===== src/rtl/scratchmem_arb2_fta.sv =====
// rtl/scratchmem_arb2_fta.sv - two-port round-robin arbiter onto one FTA scratchpad; optional tid check via SCRATCH_ARB_TIDCHK_EN
package fta_bus_pkg;

    localparam logic [2:0] CLASSIC = 3'd0;
    localparam logic [2:0] FIXED   = 3'd1;
    localparam logic [2:0] INCR    = 3'd2;
    localparam logic [2:0] ERC     = 3'd7;

    localparam logic [1:0] OKAY    = 2'd0;
    localparam logic [1:0] DECERR  = 2'd1;
    localparam logic [1:0] SLVERR  = 2'd2;

    typedef struct packed {
        logic [3:0]   pri;
        logic [7:0]   tid;
        logic [7:0]   asid;
        logic         cyc;
        logic         stb;
        logic         we;
        logic [2:0]   cti;
        logic [15:0]  sel;
        logic [31:0]  adr;
        logic         ctag;
        logic [127:0] dat;
    } fta_cmd_request128_t;

    typedef struct packed {
        logic [3:0]   pri;
        logic [7:0]   tid;
        logic [7:0]   asid;
        logic         ack;
        logic         stall;
        logic         next;
        logic         rty;
        logic [1:0]   err;
        logic [31:0]  adr;
        logic         ctag;
        logic [127:0] dat;
    } fta_cmd_response128_t;

endpackage

module scratchmem_arb2_fta
    import fta_bus_pkg::*;
#(
    parameter int DEPTH      = 16,
    parameter int STARVE_LIM = 8
) (
    input  logic                    clk_i,
    input  logic                    rst_i,
    input  fta_cmd_request128_t     req0,
    output fta_cmd_response128_t    resp0,
    input  fta_cmd_request128_t     req1,
    output fta_cmd_response128_t    resp1,
    output fta_cmd_request128_t     mreq,
    input  fta_cmd_response128_t    mresp,
    output logic [$clog2(DEPTH):0]  outstanding_o,
    output logic                    orphan_o
);

    localparam int AW = $clog2(DEPTH);
    localparam int CW = $clog2(STARVE_LIM + 1);
    localparam logic [AW:0]   FULL_CNT   = (AW + 1)'(DEPTH);
    localparam logic [CW-1:0] STARVE_MAX = CW'(STARVE_LIM);

    logic                 vld0, vld1;
    logic                 full, empty;
    logic                 starved0, starved1;
    logic                 pick1;
    logic                 acc0, acc1, accept;
    logic                 push, pop;
    logic                 last_grant_q;
    logic                 head_port;
    logic                 tid_bad;
    logic [CW-1:0]        starve0_q, starve1_q;
    logic [AW:0]          occ_q;
    logic [AW-1:0]        wr_ptr_q, rd_ptr_q;
    logic                 port_mem [DEPTH];
    fta_cmd_request128_t  acc_req;
    fta_cmd_request128_t  mreq_q;
    fta_cmd_response128_t resp0_q, resp1_q;
    fta_cmd_response128_t ret_resp;
    logic                 orphan_q;

    // Arbitration: a starved port beats round-robin; a tie on starvation falls back to round-robin.
    always_comb begin
        vld0     = req0.cyc & req0.stb;
        vld1     = req1.cyc & req1.stb;
        full     = (occ_q == FULL_CNT);
        empty    = (occ_q == '0);
        starved0 = (starve0_q == STARVE_MAX);
        starved1 = (starve1_q == STARVE_MAX);
        pick1    = (starved0 != starved1) ? starved1 : ~last_grant_q;
        acc0     = 1'b0;
        acc1     = 1'b0;
        if (!full) begin
            if (vld0 && vld1) begin
                acc0 = ~pick1;
                acc1 = pick1;
            end else begin
                acc0 = vld0;
                acc1 = vld1;
            end
        end
        accept  = acc0 | acc1;
        acc_req = acc1 ? req1 : req0;
        push    = accept & (~acc_req.we | (acc_req.cti == ERC));
        pop     = mresp.ack & ~empty;
    end

    always_ff @(posedge clk_i) begin
        if (!rst_i) begin
            last_grant_q <= 1'b1;
            starve0_q    <= '0;
            starve1_q    <= '0;
        end else begin
            if (accept) begin
                last_grant_q <= acc1;
            end
            if (vld0 && !acc0) begin
                starve0_q <= starved0 ? starve0_q : starve0_q + 1'b1;
            end else begin
                starve0_q <= '0;
            end
            if (vld1 && !acc1) begin
                starve1_q <= starved1 ? starve1_q : starve1_q + 1'b1;
            end else begin
                starve1_q <= '0;
            end
        end
    end

    // Ownership FIFO: one entry per request that will be answered by an ack.
    always_ff @(posedge clk_i) begin
        if (!rst_i) begin
            wr_ptr_q <= '0;
            rd_ptr_q <= '0;
            occ_q    <= '0;
        end else begin
            if (push) begin
                wr_ptr_q <= wr_ptr_q + 1'b1;
            end
            if (pop) begin
                rd_ptr_q <= rd_ptr_q + 1'b1;
            end
            case ({push, pop})
                2'b10:   occ_q <= occ_q + 1'b1;
                2'b01:   occ_q <= occ_q - 1'b1;
                default: occ_q <= occ_q;
            endcase
        end
    end

    always_ff @(posedge clk_i) begin
        if (push) begin
            port_mem[wr_ptr_q] <= acc1;
        end
    end

    assign head_port = port_mem[rd_ptr_q];

`ifdef SCRATCH_ARB_TIDCHK_EN
    logic [7:0] tid_mem [DEPTH];

    always_ff @(posedge clk_i) begin
        if (push) begin
            tid_mem[wr_ptr_q] <= acc_req.tid;
        end
    end

    assign tid_bad = (tid_mem[rd_ptr_q] != mresp.tid);
`else
    assign tid_bad = 1'b0;
`endif

    always_comb begin
        ret_resp       = mresp;
        ret_resp.ack   = 1'b1;
        ret_resp.stall = 1'b0;
        ret_resp.rty   = 1'b0;
        ret_resp.next  = 1'b0;
        if (tid_bad) begin
            ret_resp.err = DECERR;
        end
    end

    always_ff @(posedge clk_i) begin
        if (!rst_i) begin
            mreq_q <= '0;
        end else if (accept) begin
            mreq_q <= acc_req;
        end else begin
            mreq_q.cyc <= 1'b0;
            mreq_q.stb <= 1'b0;
        end
    end

    // Response steering: only the ack bit is cleared on idle cycles, other fields hold.
    always_ff @(posedge clk_i) begin
        if (!rst_i) begin
            resp0_q  <= '0;
            resp1_q  <= '0;
            orphan_q <= 1'b0;
        end else begin
            resp0_q.ack <= 1'b0;
            resp1_q.ack <= 1'b0;
            if (pop) begin
                if (head_port) begin
                    resp1_q <= ret_resp;
                end else begin
                    resp0_q <= ret_resp;
                end
            end
            if ((mresp.ack && empty) || (pop && tid_bad)) begin
                orphan_q <= 1'b1;
            end
        end
    end

    always_comb begin
        resp0       = resp0_q;
        resp0.stall = vld0 & ~acc0;
        resp1       = resp1_q;
        resp1.stall = vld1 & ~acc1;
    end

    assign mreq          = mreq_q;
    assign outstanding_o = occ_q;
    assign orphan_o      = orphan_q;

endmodule


===== config.mk =====
export PLATFORM = sky130hd
export DESIGN_NAME = scratchmem_arb2_fta
export DESIGN_NICKNAME = d
export VERILOG_FILES = /design/src/rtl/scratchmem_arb2_fta.sv
export SDC_FILE = /design/constraint.sdc
export NUM_CORES = 1
export LEC_CHECK = 0
export CAP_MARGIN = 20
export CORE_AREA = 10 10 446 448
export DETAILED_ROUTE_END_ITERATION = 6
export DIE_AREA = 0 0 456 458
export GPL_TIMING_DRIVEN = 0
export PLACE_DENSITY_LB_ADDON = 0.2
export RECOVER_POWER = 100
export SLEW_MARGIN = 30
export SYNTH_ARGS = -nofsm -noshare
export SYNTH_HDL_FRONTEND = slang
export SYNTH_SLANG_ARGS = --single-unit

===== constraint.sdc =====
create_clock -name clk_i -period 3.8 [get_ports clk_i]
set_input_delay 0.76 -clock clk_i [delete_from_list [all_inputs] [get_ports clk_i]]
set_output_delay 0.76 -clock clk_i [all_outputs]
set_load 0.01 [all_outputs]

==> out/summary.txt, run 1 <==
Max rail drop VDD - 0.355 mV
Crit end category - output port
Power, Total - 25.2 mW
Initial antenna violation count - 58
Post-CTS Hold Buffers - 0
Layout Utilization - 22.1%
CTS clk-pin slew, worst paths - 0.05 ns
RSZ-0062 raised after global routing - no
Synth Cell Area - 24100 sq um
Htree depth - 3
Post-synth top cells - 598 x dfxtp_1, 578 x a21oi_1, 389 x o21ai_0
Cell count after synthesis - 2757
Most common cell in the netlist - dfxtp_1
Filler cells - 21100
Crit path arrival time - 2.81 ns
Root buffer cell - clkbuf_16
Pre-CTS setup slack - -1.21 ns
Unique cell type count in the Yosys netlist - 51
Core Region - 190000 sq um
# setup viols final - 0
GRT Resource Usage Total - 15.1%
Wire length per cell - 25.0 microns
Post-DP Area - 39100 sq um
Tcrit/Tclk final - 94.0%
Final Routed Wirelength - 166000 microns
Endpoints failing hold - 0
Share of layout cells above drive strength 1 - 5.75%
FF/Latch Area - 12500 sq um
HP Class - register to register
P&R area growth vs syn - 73.5%
Fmax - 280 MHz
Post-Route Skew - 0.0259 ns
First-pass GRT wire length - 222000 microns
Synth warnings - 0
Hold Crit Depth - 2
Maxcap violations - 0
Leakage - 16.6 nW
Synth Flop Type - dfxtp_1
Ports - 1178
CTS tree - yes
Gpl congestion - 0.854
P per Cell Area - 602 nW/um^2
Setup TNS - 0 ns
Area of the multi-input gates - 10300 sq um
Drt pass-1 iters - 5
Post-synthesis sequential area ratio - 51.6%
Placed cell count - 6443
Total grt overflow - 0
Largest net degree at the start of global routing - 19
Hpwl dp - 135000 microns
Post-synth ARST share - 0%
Worst Tran Pin Value - 1.20 ns
Vias in the first global route - 26500
Worst-Skew Late Latency - 0.69 ns
Die Y-Extent - 458 microns
Buffers added on ports - 1170
Worst setup path class - register to output port
Sequential power share - 32.5%
Top cell type's share of synthesized area - 49.6%
Clock power share - 31.7%
Fin. max-slew vios - 0
Area leader, netlist - dfxtp_1
Critical Path RT - 3.04 ns
Ranking of synthesized cells by area - dfxtp_1 50%, a21oi_1 12%, mux2i_1 8.4%
Via count - 25800
Hold WS - 0.448 ns
Row count - 160
EDFF count, synth - 16
CP startpoint kind - register
NetSw - 9.47 mW
Detail Route Antenna Nets - 0
Width of the die - 456 microns
Die ar. - 209000 sq um
Vias per cell - 3.89
Final WS setup - 0.229 ns
Mean post-synth cell area - 8.75 sq um
CTS sink count - 614
Critical path peak fanout - 10
Gate power share - 35.7%
Num CTS Buffers - 85
Net Sw Frac - 37.6%
Max_slew headroom - 20.0%
Seq cells post-synth - 614
Reg2Reg Depth - 17
Starting Density - 12.7%
Power Internal - 15.7 mW
Cell Count, Final, Fillers Out - 6630
Status - completed
Post-route minimum period - 3.57 ns
Final nets - 4629
Max Root-Sink Buffers - 3
DRC violations left - 0
Fin area - 41900 sq um
Initial drt markers - 1360
final cells by class:
class | instances | share of cell area (%)
sequential | 614 | 29.7
clock inverter | 23 | 0.514
antenna | 34 | 0.203
tap | 2511 | 7.50
multi-input combinational | 1867 | 24.6
clock buffer | 127 | 5.95
inverter | 14 | 0.131
timing repair buffer | 1177 | 28.2
buffer | 263 | 3.19
path summary, 6_finish.rpt:
kind	startpoint	end	slack, ns
worst max-delay path	starve0_q[0]	resp0[165]	0.23
worst min-delay path	resp1[178]	resp1[178]	0.45
worst max register to register	starve0_q[0]	outstanding_o[4]	0.28
worst min register to register	resp1[178]	resp1[178]	0.45
state kept, by name (all words and copies together), names as in the netlist, 4 cells and up, named ones only:
signal	count
mreq	203
outstanding_o	5
port_mem	16
rd_ptr_q	4
resp0	184
resp1	184
starve0_q	4
starve1_q	4
wr_ptr_q	4
layout by cell type, fill, tap and decap left out, types with 11 or more instances in the layout:
| cell | n |
|---|---|
| clkbuf_8 | 12 |
| nor3b_1 | 12 |
| a21oi_1 | 578 |
| ha_1 | 11 |
| buf_6 | 20 |
| edfxtp_1 | 16 |
| nand3_1 | 191 |
| buf_4 | 50 |
| clkbuf_16 | 89 |
| dfxtp_1 | 598 |
| mux2i_1 | 203 |
| clkbuf_1 | 196 |
| nand2_1 | 384 |
| inv_1 | 12 |
| diode_2 | 34 |
| dlygate4sd3_1 | 578 |
| clkbuf_2 | 12 |
| clkinv_2 | 11 |
| clkdlybuf4s50_1 | 590 |
| nor2_1 | 12 |
| o21ai_0 | 389 |
kinds of logic after synthesis:
group | Yosys count | synth area share (%)
fa+ha+maj | 14 | 0.715
other cells | 1 | 0.0155
mux | 208 | 8.85
buf+inv | 279 | 5.86
flops | 614 | 51.6
simple gates | 637 | 11.6
compound gates | 991 | 20.9
xor+xnor | 13 | 0.472
critical path: stages, from the launching register on:
cell and delay (ns):
dfxtp_1 0.35, inv_1 0.08, ha_1 0.20, and3b_1 0.15
buf_2 0.15, maj3_2 0.34, o21ai_4 0.21, buf_6 0.20
and2_1 0.13, clkdlybuf4s15_2 0.29
per-layer routing:
metal  wire length (microns)  track usage (%)  vias to the layer above
met2                   87600             27.9                     1014
met4                    7070             7.09                       14
li1                        -                -                    12200
met1                   56500             14.5                    12300
met3                   14400             5.87                      238
met5                     104                0                        -
power by group through the flow:
stage               logic, mW  clock network, mW  registers [mW]
finish                   9.00               8.00            8.20
CTS                      9.72               8.36            8.28
detailed placement       9.64                  0            8.40
global route             9.84               8.53            8.35
floorplan                3.61                  0            8.76
global placement         9.65                  0            8.37
timing repair:
action / in CTS / in global routing
endpoints found under the setup margin: 7 / 1
setup buffers: 4 / 1
pin swaps: 4 / 2
gates resized for setup: 13 / 2
No activity file was read; power rests on OpenSTA's default activity.
==> run 2: changes to the inputs <==
Settings changed: CTS_CLUSTER_DIAMETER from default to 80.
==> run 2 against run 1 <==
Net effect: worst setup slack got worse by 0.0079 ns; die area did not move; via count fell by 0.11%; worst hold slack got worse by 0.00055 ns; clock power rose by 5.4%; highest routed layer unchanged; first-iteration DRC count rose by 7.5%; clock skew rose by 0.0032 ns; design area rose by 0.44%; fmax fell by 0.22%; count of clock-buffer cells in the layout rose by 3; cell count barely moved; core utilization rose by 0.096 points.
==> out/summary.txt, run 2 (synthesis results as in run 1) <==
Gpl congestion - 0.854
Share of layout cells above drive strength 1 - 6.11%
Vias in the first global route - 26400
Critical path peak fanout - 18
Ports - 1178
Crit path cell chain - inv_1 > ha_1 > and3b_1 > maj3_2 > o21ai_4 > inv_2 > nor2_4 > dlygate4sd2_1
Critical Path RT - 3.04 ns
GRT Resource Usage Total - 15.1%
RSZ-0062 raised after global routing - no
Total grt overflow - 0
Max rail drop VDD - 0.292 mV
CTS tree - yes
Largest net degree at the start of global routing - 19
DRC violations left - 0
Vias per cell - 3.89
P per Cell Area - 609 nW/um^2
CP startpoint kind - register
Commonest non-fill, non-tap cell in the layout - dfxtp_1
Starting Density - 12.7%
Final nets - 4633
First-pass GRT wire length - 223000 microns
Power, Total - 25.6 mW
Core Region - 190000 sq um
Endpoints failing hold - 0
Reg-to-reg slack, setup - 0.28 ns
Root buffer cell - clkbuf_16
Worst Tran Pin Value - 1.19 ns
Row count - 160
Width of the die - 456 microns
Crit path max-delay family - adder cells
Crit path arrival time - 2.82 ns
Leakage - 16.7 nW
Slowest stage delay, CP - 0.35 ns
Buffers added on ports - 1170
Detail Route Antenna Nets - 0
Worst-Skew Late Latency - 0.71 ns
Crit end category - output port
Filler cells - 21000
FF/Latch Area - 12500 sq um
Fin. max-slew vios - 0
Drt pass-1 iters - 5
Worst Path Buf+Inv - 3
Post-Route Skew - 0.0291 ns
Layout Utilization - 22.2%
Max_slew headroom - 20.4%
Num CTS Buffers - 89
Post-route minimum period - 3.58 ns
Hpwl dp - 135000 microns
Die Y-Extent - 458 microns
CTS sink count - 614
Worst setup path class - register to output port
Initial drt markers - 1462
Post-CTS Hold Buffers - 0
Area of the multi-input gates - 10300 sq um
Die ar. - 209000 sq um
Max FFs per register - 203
Fmax - 279 MHz
Maxcap violations - 0
Status - completed
# setup viols final - 0
Final Routed Wirelength - 165000 microns
Via count - 25700
Wire length per cell - 25.0 microns
Crit-path slowest cell - dfxtp_1
Commonest non-fill, non-tap cells in the layout - 598 x dfxtp_1, 590 x clkdlybuf4s50_1, 578 x a21oi_1, 578 x dlygate4sd3_1, 389 x o21ai_0
Htree depth - 3
Initial antenna violation count - 49
P&R area growth vs syn - 74.2%
CTS clk-pin slew, worst paths - 0.05 ns
Tcrit/Tclk final - 94.2%
HP Class - register to register
Max Root-Sink Buffers - 3
-- run 2: worst paths after layout --
kind / depth (start not counted) / start / end
min reg2reg: 2 / resp1[13] / resp1[13]
max reg2reg: 17 / starve0_q[0] / outstanding_o[4]
max: 8 / starve1_q[0] / resp1[165]
min: 2 / resp1[13] / resp1[13]
-- run 2: metal layers --
| layer | global-route usage, % | wire [microns] | vias up |
|---|---|---|---|
| met4 | 4.96 | 5010 | 16 |
| met1 | 14.6 | 56600 | 12300 |
| met2 | 29.1 | 89400 | 930 |
| met3 | 5.59 | 14100 | 222 |
| li1 | - | - | 12300 |
| met5 | 0 | 103 | - |
-- run 2: through the flow --
step                instance area (sq um)  setup WS, ns  cells  hold slack (ns)  setup TNS [ns]
floorplan                           24100         0.210   2760            0.462               0
global placement                    39000         -1.20   6441            0.444          -48.01
detailed placement                  39100         -1.21   6443            0.446           -7.83
CTS                                 42000        0.0236   6603            0.454               0
global route                        42000        0.0198   6615            0.465               0
finish                              42100         0.221   6624            0.448               0
-- run 2: repair_timing --
item / CTS / global route
setup endpoints to repair: 8 / 1
cloned: 0 / 0
gates resized for setup: 13 / 2
setup buffers: 4 / 1
pin swaps: 4 / 2
-- run 2: tightest hold or removal path, stage by stage (launching register included) --
cell	delay [ns]
dfxtp_1	0.30
nand2_1	0.05
a21oi_1	0.05
-- run 2: cell type report --
cell class / count / area share [%]
inverter: 14 / 0.131
antenna: 20 / 0.119
timing repair buffer: 1177 / 28.1
multi-input combinational: 1867 / 24.5
clock buffer: 130 / 6.29
buffer: 263 / 3.18
clock inverter: 28 / 0.658
sequential: 614 / 29.6
tap: 2511 / 7.47
-- run 2: power by group --
group | internal (mW) | switching [mW]
sequential | 7.59 | 0.612
clock | 4.98 | 3.46
combinational | 3.49 | 5.50
